`src/rtl/seg_pkg.sv`:
```
// Shared types and constants for the 4-digit common-anode 7-segment scan driver.
package seg_pkg;

  typedef enum logic {
    DEAD = 1'b0,
    ON   = 1'b1
  } slot_state_t;

  // Active-low {dp,g,f,e,d,c,b,a} with dp off.
  localparam logic [7:0] SEG_0 = 8'hC0;
  localparam logic [7:0] SEG_1 = 8'hF9;
  localparam logic [7:0] SEG_2 = 8'hA4;
  localparam logic [7:0] SEG_3 = 8'hB0;
  localparam logic [7:0] SEG_4 = 8'h99;
  localparam logic [7:0] SEG_5 = 8'h92;
  localparam logic [7:0] SEG_6 = 8'h82;
  localparam logic [7:0] SEG_7 = 8'hF8;
  localparam logic [7:0] SEG_8 = 8'h80;
  localparam logic [7:0] SEG_9 = 8'h90;
  localparam logic [7:0] SEG_A = 8'h88;
  localparam logic [7:0] SEG_B = 8'h83;
  localparam logic [7:0] SEG_C = 8'hC6;
  localparam logic [7:0] SEG_D = 8'hA1;
  localparam logic [7:0] SEG_E = 8'h86;
  localparam logic [7:0] SEG_F = 8'h8E;

  localparam logic [7:0] SEG_BLANK = 8'hFF;
  localparam logic [3:0] AN_OFF    = 4'b1111;

endpackage

```
`src/rtl/seg_scan_driver_decode.sv`:
```
// Hex digit to active-low {g..a} segment pattern (combinational).
module seg_hex_decode
  import seg_pkg::*;
(
  input  logic [3:0] value,
  output logic [6:0] seg
);

  logic [7:0] code;

  always_comb begin
    code = SEG_BLANK;
    case (value)
      4'h0: code = SEG_0;
      4'h1: code = SEG_1;
      4'h2: code = SEG_2;
      4'h3: code = SEG_3;
      4'h4: code = SEG_4;
      4'h5: code = SEG_5;
      4'h6: code = SEG_6;
      4'h7: code = SEG_7;
      4'h8: code = SEG_8;
      4'h9: code = SEG_9;
      4'hA: code = SEG_A;
      4'hB: code = SEG_B;
      4'hC: code = SEG_C;
      4'hD: code = SEG_D;
      4'hE: code = SEG_E;
      4'hF: code = SEG_F;
      default: code = SEG_BLANK;
    endcase
    seg = code[6:0];
  end

endmodule

```
`src/rtl/seg_scan_driver.sv`:
```
// Time-multiplexed 4-digit 7-segment driver with frame-synchronous display update.
// Optional leading-zero blanking: define SEG_LZ_BLANK_EN.
module seg_scan_driver
  import seg_pkg::*;
#(
  parameter int unsigned SCAN_DIV    = 100000,
  parameter int unsigned DEAD_CYCLES = 16
) (
  input  logic       clk,
  input  logic       rst,
  input  logic [3:0] n0,
  input  logic [3:0] n1,
  input  logic [3:0] n2,
  input  logic [3:0] n3,
  input  logic [3:0] points,
  input  logic       load,
  output logic [3:0] AN,
  output logic [7:0] SEGMENT
);

  localparam int unsigned   CW        = (SCAN_DIV > 1) ? $clog2(SCAN_DIV) : 1;
  localparam logic [CW-1:0] CNT_LAST  = CW'(SCAN_DIV - 1);
  localparam logic [CW-1:0] DEAD_LAST = CW'((DEAD_CYCLES == 0) ? 0 : DEAD_CYCLES - 1);
  localparam slot_state_t   RST_STATE = (DEAD_CYCLES == 0) ? ON : DEAD;

  slot_state_t   state, state_next;
  logic [CW-1:0] cnt;
  logic [1:0]    idx;
  logic [15:0]   stage_digits, disp_digits;
  logic [3:0]    stage_points, disp_points;
  logic          pending;
  logic          slot_end, frame_end;
  logic [3:0]    digit;
  logic [6:0]    dec_seg;
  logic [3:0]    an_next;
  logic [7:0]    seg_next;

  always_ff @(posedge clk) begin
    if (rst) state <= RST_STATE;
    else     state <= state_next;
  end

  always_comb begin
    state_next = state;
    slot_end   = (cnt == CNT_LAST);
    frame_end  = (state == ON) && slot_end && (idx == 2'd3);
    unique case (state)
      DEAD: if (cnt == DEAD_LAST) state_next = ON;
      ON:   if (slot_end && (DEAD_CYCLES != 0)) state_next = DEAD;
    endcase
  end

  assign digit = disp_digits[{idx, 2'b00} +: 4];

  seg_hex_decode u_dec (
    .value(digit),
    .seg  (dec_seg)
  );

`ifdef SEG_LZ_BLANK_EN
  logic [3:0] blank;
  always_comb begin
    blank[3] = (disp_digits[15:12] == 4'h0);
    blank[2] = blank[3] && (disp_digits[11:8] == 4'h0);
    blank[1] = blank[2] && (disp_digits[7:4] == 4'h0);
    blank[0] = 1'b0;
  end
`endif

  // Outputs are registered one cycle behind the FSM, so dead time and slot
  // boundaries appear on the pins one edge after the state that produced them.
  always_comb begin
    an_next  = AN_OFF;
    seg_next = SEG_BLANK;
    if (state == ON) begin
      an_next  = ~(4'b0001 << idx);
      seg_next = {~disp_points[idx], dec_seg};
`ifdef SEG_LZ_BLANK_EN
      if (blank[idx]) seg_next[6:0] = SEG_BLANK[6:0];
`endif
    end
  end

  always_ff @(posedge clk) begin
    if (rst) begin
      cnt          <= '0;
      idx          <= '0;
      stage_digits <= '0;
      stage_points <= '0;
      disp_digits  <= '0;
      disp_points  <= '0;
      pending      <= 1'b0;
      AN           <= AN_OFF;
      SEGMENT      <= SEG_BLANK;
    end else begin
      cnt <= slot_end ? '0 : cnt + CW'(1);
      if ((state == ON) && slot_end) idx <= idx + 2'd1;
      if (frame_end && pending) begin
        disp_digits <= stage_digits;
        disp_points <= stage_points;
        pending     <= 1'b0;
      end
      // A load on the boundary cycle re-arms pending after the transfer above.
      if (load) begin
        stage_digits <= {n3, n2, n1, n0};
        stage_points <= points;
        pending      <= 1'b1;
      end
      AN      <= an_next;
      SEGMENT <= seg_next;
    end
  end

endmodule

```
`config.mk`:
```
export PLATFORM = sky130hd
export DESIGN_NAME = seg_scan_driver
export DESIGN_NICKNAME = d
export VERILOG_FILES = /design/src/rtl/seg_pkg.sv /design/src/rtl/seg_scan_driver_decode.sv /design/src/rtl/seg_scan_driver.sv
export SDC_FILE = /design/constraint.sdc
export NUM_CORES = 1
export LEC_CHECK = 0
export CAP_MARGIN = 20
export CELL_PAD_IN_SITES_DETAIL_PLACEMENT = 0
export CELL_PAD_IN_SITES_GLOBAL_PLACEMENT = 2
export CORE_UTILIZATION = 25
export DETAILED_ROUTE_END_ITERATION = 16
export GPL_ROUTABILITY_DRIVEN = 0
export PLACE_DENSITY = 0.63
export SETUP_SLACK_MARGIN = 0.2
export SYNTH_ARGS = -nofsm -noshare
export SYNTH_HDL_FRONTEND = slang
export SYNTH_SLANG_ARGS = --single-unit
```
`constraint.sdc`:
```
create_clock -name clk -period 2.4 [get_ports clk]
set_input_delay 0.6 -clock clk [delete_from_list [all_inputs] [get_ports clk]]
set_output_delay 0.6 -clock clk [all_outputs]
set_load 0.01 [all_outputs]
```
==> results.json, run 1 <==
{
  "grt_most_used_layer": "met2",
  "drt_iter0_markers": 82,
  "tns_ps": 0,
  "critPathMaxFanout": 7,
  "diodes": 0,
  "final_common_cell": "dfxtp_1",
  "gr-total-overflow": 0,
  "path_clk_slew_ps": 60,
  "grt_pass1_wl_um": 12400,
  "port_buffers": 34,
  "syn_area_um2": 3120,
  "grt_use_met3": 0.0345,
  "grt_pass1_vias": 2457,
  "post-route-min-period_ps": 2000,
  "antenna_found_initial": 0,
  "ys_ff_latch": 73,
  "start_kind": "register",
  "synth_cells": 331,
  "nFillCells": 1310,
  "cts_resized": 0,
  "end_kind": "register",
  "final_cells": 536,
  "num_rows": 40,
  "drc": 0,
  "holdWs_ps": 453,
  "crit_start": "idx[0]$_SDFFE_PP0P_",
  "final_cell_mix": "72 x dfxtp_1, 41 x nor2_1, 34 x clkdlybuf4s50_1",
  "use_met1": 0.168,
  "finalNetCount": 398,
  "p_leak_uw": 0.00143,
  "core-area_um2": 12100,
  "worstPathArrival_ps": 2210,
  "antenna_left": 0,
  "clock.fmax_mhz": 500,
  "critPathKind": "register to register",
  "relSlewSlack": 0.552,
  "rsz0062_at_grt": "false",
  "grt_use_met2": 0.179,
  "firstDrtPassIters": 6,
  "start_util": 0.258,
  "cap_violations": 0,
  "dieHeight_um": 114,
  "clockBufferDepth": 2,
  "root_buffer": "clkbuf_16",
  "avgSynthCellArea_um2": 9.43,
  "r2r-start": "idx[0]$_SDFFE_PP0P_",
  "die-area_um2": 12900,
  "synth_edf_count": 0,
  "drive_gt1_frac": 0.0978,
  "hold_path.startpoint": "cnt[0]$_SDFF_PP0_",
  "grtUsageTotal": 0.123,
  "min_period_over_period": 0.833,
  "vdd_drop_max_v": 0.000305,
  "slew_violations": 0,
  "wl_per_cell_um": 13.2,
  "setup_violations": 0,
  "cts_buffers": 9,
  "status": "finished, final reports clean",
  "cp.required_ps": 2610,
  "numClockSinks": 73,
  "synthArstFlopShare": 0,
  "hold_viol": 0,
  "cellPowerDensity_nw_per_um2": 669,
  "tightest_slew_ps": 672,
  "syn_nets": 365,
  "die_w_um": 114,
  "syn2layout_area_growth_pct": 26.4,
  "seq_area_frac_synth": 0.468,
  "cts_hold_repair.buffers": 0,
  "synthDistinctLibCells": 46,
  "yosysWarnings": 0,
  "dp_cells": 521,
  "finClkSkew_ps": 9.22,
  "via_per_inst": 4.55,
  "ys.flop_type": "dfxtp_1",
  "vias": 2439,
  "cts_setup_buffers": 0,
  "wirelength_um": 7090,
  "clk_latency_ps": 330,
  "cts_tree": "built",
  "dpl.hpwl_um": 4810,
  "hp-class": "register to register",
  "htreeDepth": 3,
  "grt_max_degree": 26,
  "num_io_pins": 35
}
[worst max-delay path: stages, from the launching register on]
cell and delay [ps]:
dfxtp_2 400, mux4_1 670, ha_1 280, or2_0 230, a211oi_1 230, a31oi_1 60
[area by class of cell]
type                            count  area [µm²]  share of cell area
Multi-Input combinational cell    229        1540               0.389
Sequential cell                    73        1460               0.371
Timing Repair Buffer               44         428               0.108
Clock buffer                       13         270              0.0685
Tap cell                          168         210              0.0533
Inverter                            7        26.3             0.00666
Clock inverter                      2        12.5             0.00317
[path summary, 6_finish.rpt]
path,endpoint,slack [ps],cells after the start
setup / recovery,SEGMENT[3]$_SDFF_PP1_,400,5
hold / removal,cnt[0]$_SDFF_PP0_,450,1
setup reg to reg,SEGMENT[3]$_SDFF_PP1_,400,5
hold reg to reg,cnt[0]$_SDFF_PP0_,450,1
[power breakdown]
part	total [µW]	internal, µW	switching, µW
Sequential	1250	1240	15.2
Clock	1280	777	501
Combinational	109	62.7	46.3
Total	2640	2080	563
[stage by stage]
step | total power [µW] | utilization | setup WS (ps) | area, µm²
global route | 2760 | 0.326 | 282 | 3950
floorplan | 1330 | - | 439 | 3120
detailed placement | 1390 | 0.302 | 288 | 3660
finish | 2640 | 0.326 | 400 | 3950
CTS | 2700 | 0.325 | 277 | 3940
global placement | 1390 | 0.302 | 371 | 3660
[cells by family (layout without fill, tap and decap cells)]
| kind of cell | count (synthesis) | count (layout) | synth area share |
|---|---|---|---|
| compound gates | 62 | 62 | 0.113 |
| simple gates | 114 | 114 | 0.177 |
| mux | 30 | 30 | 0.122 |
| flops | 73 | 73 | 0.468 |
| fa+ha+maj | 11 | 11 | 0.0441 |
| buf+inv | 29 | 66 | 0.0429 |
| xor+xnor | 12 | 12 | 0.0337 |
[synthesized netlist by cell type, drive strengths merged, types with 4 or more instances]
| master | instances | share of area |
|---|---|---|
| clkbuf | 12 | 0.014 |
| mux2i | 23 | 0.074 |
| inv | 7 | 0.0084 |
| mux4 | 5 | 0.040 |
| nor3 | 4 | 0.0080 |
| a21oi | 25 | 0.040 |
| o21ai | 25 | 0.040 |
| nand3 | 31 | 0.050 |
| nand2b | 4 | 0.0080 |
| nand2 | 13 | 0.016 |
| nor2 | 41 | 0.049 |
| dfxtp | 73 | 0.47 |
| ha | 11 | 0.044 |
| buf | 10 | 0.020 |
| and3 | 4 | 0.0080 |
| xor2 | 9 | 0.025 |
[layer usage]
layer | share of wire | wire length (µm)
met1 | 0.52 | 3670
met2 | 0.43 | 3010
met3 | 0.042 | 297
met4 | 0.014 | 101
met5 | 0 | 0
[state kept, by name, indices dropped and copies added (netlist names), 2 cells and up]
signal        cells
cnt              17
disp_digits      16
stage_digits     16
SEGMENT           8
AN                4
disp_points       4
stage_points      4
idx               2
No activity file was read; power rests on OpenSTA's default activity.
==> inputs of run 2 (changes only) <==
--- a/config.mk
+++ b/config.mk
@@ -11,7 +11,7 @@
 export CORE_UTILIZATION = 25
 export DETAILED_ROUTE_END_ITERATION = 16
 export GPL_ROUTABILITY_DRIVEN = 0
-export PLACE_DENSITY = 0.63
+export PLACE_DENSITY = 0.65
 export SETUP_SLACK_MARGIN = 0.2
 export SYNTH_ARGS = -nofsm -noshare
 export SYNTH_HDL_FRONTEND = slang
==> constraint.sdc (replaced) <==
create_clock -name clk -period 1.6 [get_ports clk]
set_input_delay 0.4 -clock clk [delete_from_list [all_inputs] [get_ports clk]]
set_output_delay 0.4 -clock clk [all_outputs]
set_load 0.01 [all_outputs]
==> run 2 against run 1 <==
  * The run now ends with negative setup slack left
  * Cell count rose by 10%
  * Count of clock-buffer cells in the layout fell by 4
  * Design area rose by 22%
  * Utilization rose by 7.3 points
  * First-iteration DRC count rose by 9.8%
  * Sequential power rose by 50%
  * Critical path depth rose by 1
  * Wire length rose by 13%
  * Via count rose by 8.5%
  * Sequential share of layout area fell by 6.5 points
  * Register-to-register slack got worse by 590 ps
  * Clock power rose by 63%
  * Critical path type unchanged
==> results.json, run 2 (synthesis gave the netlist of run 1 again) <==
{
  "status": "finished, violations left",
  "violations": "negative setup slack",
  "start_kind": "register",
  "grt_use_met3": 0.0282,
  "use_met1": 0.186,
  "htreeDepth": 3,
  "drc": 0,
  "setup_violations": 28,
  "core-area_um2": 12100,
  "top_register": "cnt",
  "relSlewSlack": 0.768,
  "clk_latency_ps": 330,
  "numClockSinks": 73,
  "cellPowerDensity_nw_per_um2": 860,
  "largestRegisters": "cnt (17), disp_digits (16), stage_digits (16)",
  "grtUsageTotal": 0.134,
  "critPathMaxFanout": 5,
  "pwr-share-clk": 0.502,
  "antenna_left": 0,
  "hold_viol": 0,
  "r2r-start": "idx[0]$_SDFFE_PP0P_",
  "hold_path.startpoint": "rst",
  "diodes": 0,
  "num_rows": 40,
  "wirelength_um": 8010,
  "slowest_stage": "mux4_2",
  "design_power_total_uw": 4150,
  "crit_buf_inv": 1,
  "die_w_um": 114,
  "crit_family": "multiplexers",
  "timing.final.ws_setup_ps": -191,
  "grt_pass1_wl_um": 13600,
  "dpl.hpwl_um": 5050,
  "start_util": 0.258,
  "finClkSkew_ps": 7.91,
  "p_int_uw": 3200,
  "final_cell_mix": "65 x dfxtp_1, 44 x buf_4, 28 x nor2_1, 28 x nand3_1, 23 x mux2i_1",
  "clockBufferDepth": 2,
  "cts_buffers": 9,
  "final_common_cell": "dfxtp_1",
  "antenna_found_initial": 0,
  "vdd_drop_max_v": 0.000421,
  "drive_gt1_frac": 0.370,
  "min_period_over_period": 1.12,
  "pwr-share-seq": 0.452,
  "slowest_delay_ps": 580,
  "gr-total-overflow": 0,
  "nFillCells": 1230,
  "grt_max_degree": 33,
  "grt_pass1_vias": 2687,
  "root_buffer": "clkbuf_16",
  "die-area_um2": 12900,
  "tns_ps": -2760,
  "rsz0062_at_grt": "true",
  "critPathKind": "register to register",
  "wl_per_cell_um": 13.6,
  "largest_reg_flops": 17,
  "crit_start": "idx[0]$_SDFFE_PP0P_",
  "slew_violations": 0,
  "power_switching_uw": 950,
  "post-route-min-period_ps": 1790,
  "syn2layout_area_growth_pct": 54.7,
  "p_leak_uw": 0.00179,
  "clock.fmax_mhz": 558,
  "dieHeight_um": 114,
  "hp-class": "primary input to register",
  "grt_most_used_layer": "met2",
  "end_kind": "register",
  "path_clk_slew_ps": 60,
  "cts_tree": "built",
  "vias": 2647,
  "port_buffers": 34,
  "cp.required_ps": 1820,
  "combinationalPowerShare": 0.046,
  "swShare": 0.229,
  "via_per_inst": 4.49,
  "worstPathArrival_ps": 2010,
  "drt_iter0_markers": 90,
  "path_cells": "mux4_2 -> buf_6 -> ha_4 -> mux2_4 -> nand2_2 -> o211ai_2",
  "grt_use_met2": 0.209,
  "finalNetCount": 451,
  "cap_violations": 0,
  "final_util": 0.399,
  "firstDrtPassIters": 4,
  "num_io_pins": 35,
  "tightest_slew_ps": 348
}
[run 2: cell count changes in the layout (fill, tap and decap cells not counted), sizes merged]
cell	previous run	this run
inv	7	11
clkdlybuf4s50	34	21
bufbuf	0	2
buf	10	61
dlygate4sd2	0	12
bufinv	0	1
clkbuf	13	10
[run 2: worst paths after layout]
check / endpoint / slack, ps / cells after the start
max: SEGMENT[5]$_SDFF_PP1_ / -190 / 6
min: pending$_SDFFE_PP0P_ / 390 / 2
max reg2reg: SEGMENT[5]$_SDFF_PP1_ / -190 / 6
min reg2reg: disp_digits[9]$_SDFFE_PP0P_ / 460 / 2
[run 2: worst reg2reg max path: stages (launching register included)]
cell	delay (ps)
dfxtp_4	380
mux4_2	580
buf_6	160
ha_4	150
mux2_4	270
nand2_2	60
o211ai_2	70
[run 2: metal layers]
metal / vias up / share of wire / wire length [µm]
met2: 40 / 0.45 / 3590
met4: 0 / 0.011 / 92
met5: - / 0 / 0
met1: 1252 / 0.51 / 4090
met3: 7 / 0.029 / 236
li1: 1348 / - / -
[run 2: power groups by stage]
stage | sequential, µW | combinational [µW] | clock, µW
detailed placement | 1920 | 175 | 0
floorplan | 1910 | 90.8 | 0
global route | 1880 | 210 | 2250
finish | 1880 | 190 | 2090
global placement | 1920 | 171 | 0
CTS | 1880 | 189 | 2150
[run 2: area by class of cell]
| type | count | area, µm² | area share |
|---|---|---|---|
| clock inverters | 7 | 86.3 | 0.0179 |
| clock buffers | 9 | 225 | 0.0466 |
| repair buffers | 97 | 965 | 0.200 |
| multi-input cells | 229 | 1840 | 0.381 |
| well taps | 168 | 210 | 0.0435 |
| inverters | 7 | 28.8 | 0.00596 |
| flip-flops and latches | 73 | 1480 | 0.306 |
[run 2: stage by stage]
| step | setup WS, ps | area (µm²) | cells | hold slack [ps] |
|---|---|---|---|---|
| floorplan | -185 | 3220 | 331 | 427 |
| global placement | -174 | 4040 | 556 | 439 |
| detailed placement | -218 | 4040 | 556 | 444 |
| CTS | -172 | 4720 | 587 | 372 |
| global route | -244 | 4830 | 590 | 400 |
| finish | -191 | 4830 | 590 | 394 |
[run 2: what timing repair did]
item | CTS | global route
setup endpoints to repair | 59 | 48
hold endpoints to repair | 0 | 0
hold buffers | 0 | 0
pin swaps | 18 | 5
gates cloned | 6 | 0
setup buffers | 9 | 3
resized for setup | 86 | 28
==> inputs of run 3 (changes only) <==
--- a/config.mk
+++ b/config.mk
@@ -13,6 +13,7 @@
 export GPL_ROUTABILITY_DRIVEN = 0
 export PLACE_DENSITY = 0.65
 export SETUP_SLACK_MARGIN = 0.2
+export SKIP_CTS_REPAIR_TIMING = 1
 export SYNTH_ARGS = -nofsm -noshare
 export SYNTH_HDL_FRONTEND = slang
 export SYNTH_SLANG_ARGS = --single-unit
==> run 3 against run 2 <==
  * The flow still finishes with violations (negative setup slack)
  * Die area unchanged
  * Combinational power is essentially flat
  * Sequential power about the same
  * Setup slack about the same
  * First-iteration DRC count increased by 12%
  * Maximum frequency hardly changed
  * Worst hold slack got worse by 12 ps
  * Clock power barely moved
  * Utilization grew 1.0 points
  * Clock skew up 2.6 ps
  * Largest power group unchanged
==> results.json, run 3 (synthesis gave the netlist of run 1 again) <==
{
  "largest_reg_flops": 17,
  "wl_per_cell_um": 14.2,
  "slew_violations": 0,
  "path_clk_slew_ps": 60,
  "cts_tree": "built",
  "clk_latency_ps": 340,
  "largestRegisters": "cnt (17), disp_digits (16), stage_digits (16)",
  "clockBufferDepth": 2,
  "violations": "negative setup slack",
  "num_rows": 40,
  "drt_iter0_markers": 101,
  "hold_path.startpoint": "rst",
  "wirelength_um": 8360,
  "drc": 0,
  "finClkSkew_ps": 10.6,
  "cellPowerDensity_nw_per_um2": 842,
  "firstDrtPassIters": 6,
  "end_kind": "register",
  "dp_cells": 556,
  "final_cell_mix": "64 x dfxtp_1, 44 x buf_4, 27 x nor2_1",
  "rsz0062_at_grt": "true",
  "pre_cts_ws_ps": -218,
  "hold_viol": 0,
  "antenna_found_initial": 0,
  "diodes": 0,
  "final_cell_area_um2": 4950,
  "holdWs_ps": 382,
  "min_period_over_period": 1.12,
  "vdd_drop_max_v": 0.000423,
  "hp-class": "primary input to register",
  "cap_violations": 0,
  "cts_buffers": 9,
  "setup_violations": 27,
  "syn2layout_area_growth_pct": 58.6,
  "relSlewSlack": 0.759,
  "numClockSinks": 73,
  "start_kind": "register",
  "die_w_um": 114,
  "grt_pass1_vias": 2484,
  "placed_cell_area_um2": 4040,
  "post-route-min-period_ps": 1790,
  "dieHeight_um": 114,
  "clock.fmax_mhz": 558,
  "critPathMaxFanout": 5,
  "final_common_cell": "dfxtp_1",
  "antenna_left": 0,
  "crit_start": "idx[0]$_SDFFE_PP0P_",
  "grt_pass1_wl_um": 12500,
  "dpl.hpwl_um": 5050,
  "finalNetCount": 450,
  "tightest_slew_ps": 358,
  "root_buffer": "clkbuf_16",
  "worstPathArrival_ps": 2010,
  "cp.required_ps": 1820,
  "timing.final.ws_setup_ps": -191,
  "top_register": "cnt",
  "htreeDepth": 3,
  "via_per_inst": 4.52,
  "gr-total-overflow": 0,
  "vias": 2660,
  "die-area_um2": 12900,
  "r2r-start": "idx[0]$_SDFFE_PP0P_",
  "port_buffers": 34,
  "drive_gt1_frac": 0.373,
  "core-area_um2": 12100,
  "final_cells": 589,
  "start_util": 0.258,
  "num_io_pins": 35,
  "p_leak_uw": 0.00181,
  "status": "finished, violations left",
  "grtUsageTotal": 0.123,
  "critPathKind": "register to register",
  "grt_max_degree": 33
}
[run 3: changes by cell type in the layout (fill, tap and decap cells not counted), moves of 4 or more]
cell | previous run | this run
dlygate4sd2_1 | 12 | 0
buf_6 | 11 | 6
clkbuf_16 | 10 | 14
nor2_4 | 6 | 13
nor2_2 | 7 | 1
dlymetal6s2s_1 | 0 | 12
[run 3: worst paths after layout]
| check | depth (start not counted) | to | slack [ps] |
|---|---|---|---|
| worst min-delay path | 2 | pending$_SDFFE_PP0P_ | 380 |
| worst max-delay path | 6 | SEGMENT[5]$_SDFF_PP1_ | -190 |
| worst max register to register | 6 | SEGMENT[5]$_SDFF_PP1_ | -190 |
| worst min register to register | 2 | disp_digits[9]$_SDFFE_PP0P_ | 450 |
[run 3: where the power goes]
part	leakage (µW)	switching (µW)	internal [µW]	total [µW]
Clock	0.000150	856	1240	2100
Sequential	0.000598	25.7	1850	1880
Combinational	0.00106	83.3	109	193
Total	0.00181	965	3200	4170
[run 3: critical path, cell delays in order (launching register included)]
cell      delay [ps]
dfxtp_4          370
buf_12           110
mux4_2           580
ha_4             220
mux2_4           270
nand2_2           60
o211ai_2          70
[run 3: stage by stage]
step                      TNS, ps  power [µW]  utilization
after detailed placement    -2460        2100        0.334
after global placement      -1340        2090        0.334
final                       -3240        4170        0.409
after floorplan              -558        2010            -
after global routing        -5230        4340        0.409
after CTS                   -2850        4210        0.359
[run 3: cell type report]
type	instances	area [µm²]
fill	1215	7160
multi-input combinational	229	1890
sequential	73	1480
timing repair buffer	96	1030
clock buffer	9	225
tap	168	210
clock inverter	7	86.3
inverter	7	28.8
[run 3: routing by layer]
metal  vias up  part of all wire  GRT usage
li1       1338                 -          -
met1      1256              0.51      0.179
met2        51              0.45      0.174
met3        15             0.027     0.0282
met4         0             0.019     0.0456
met5         -                 0          0
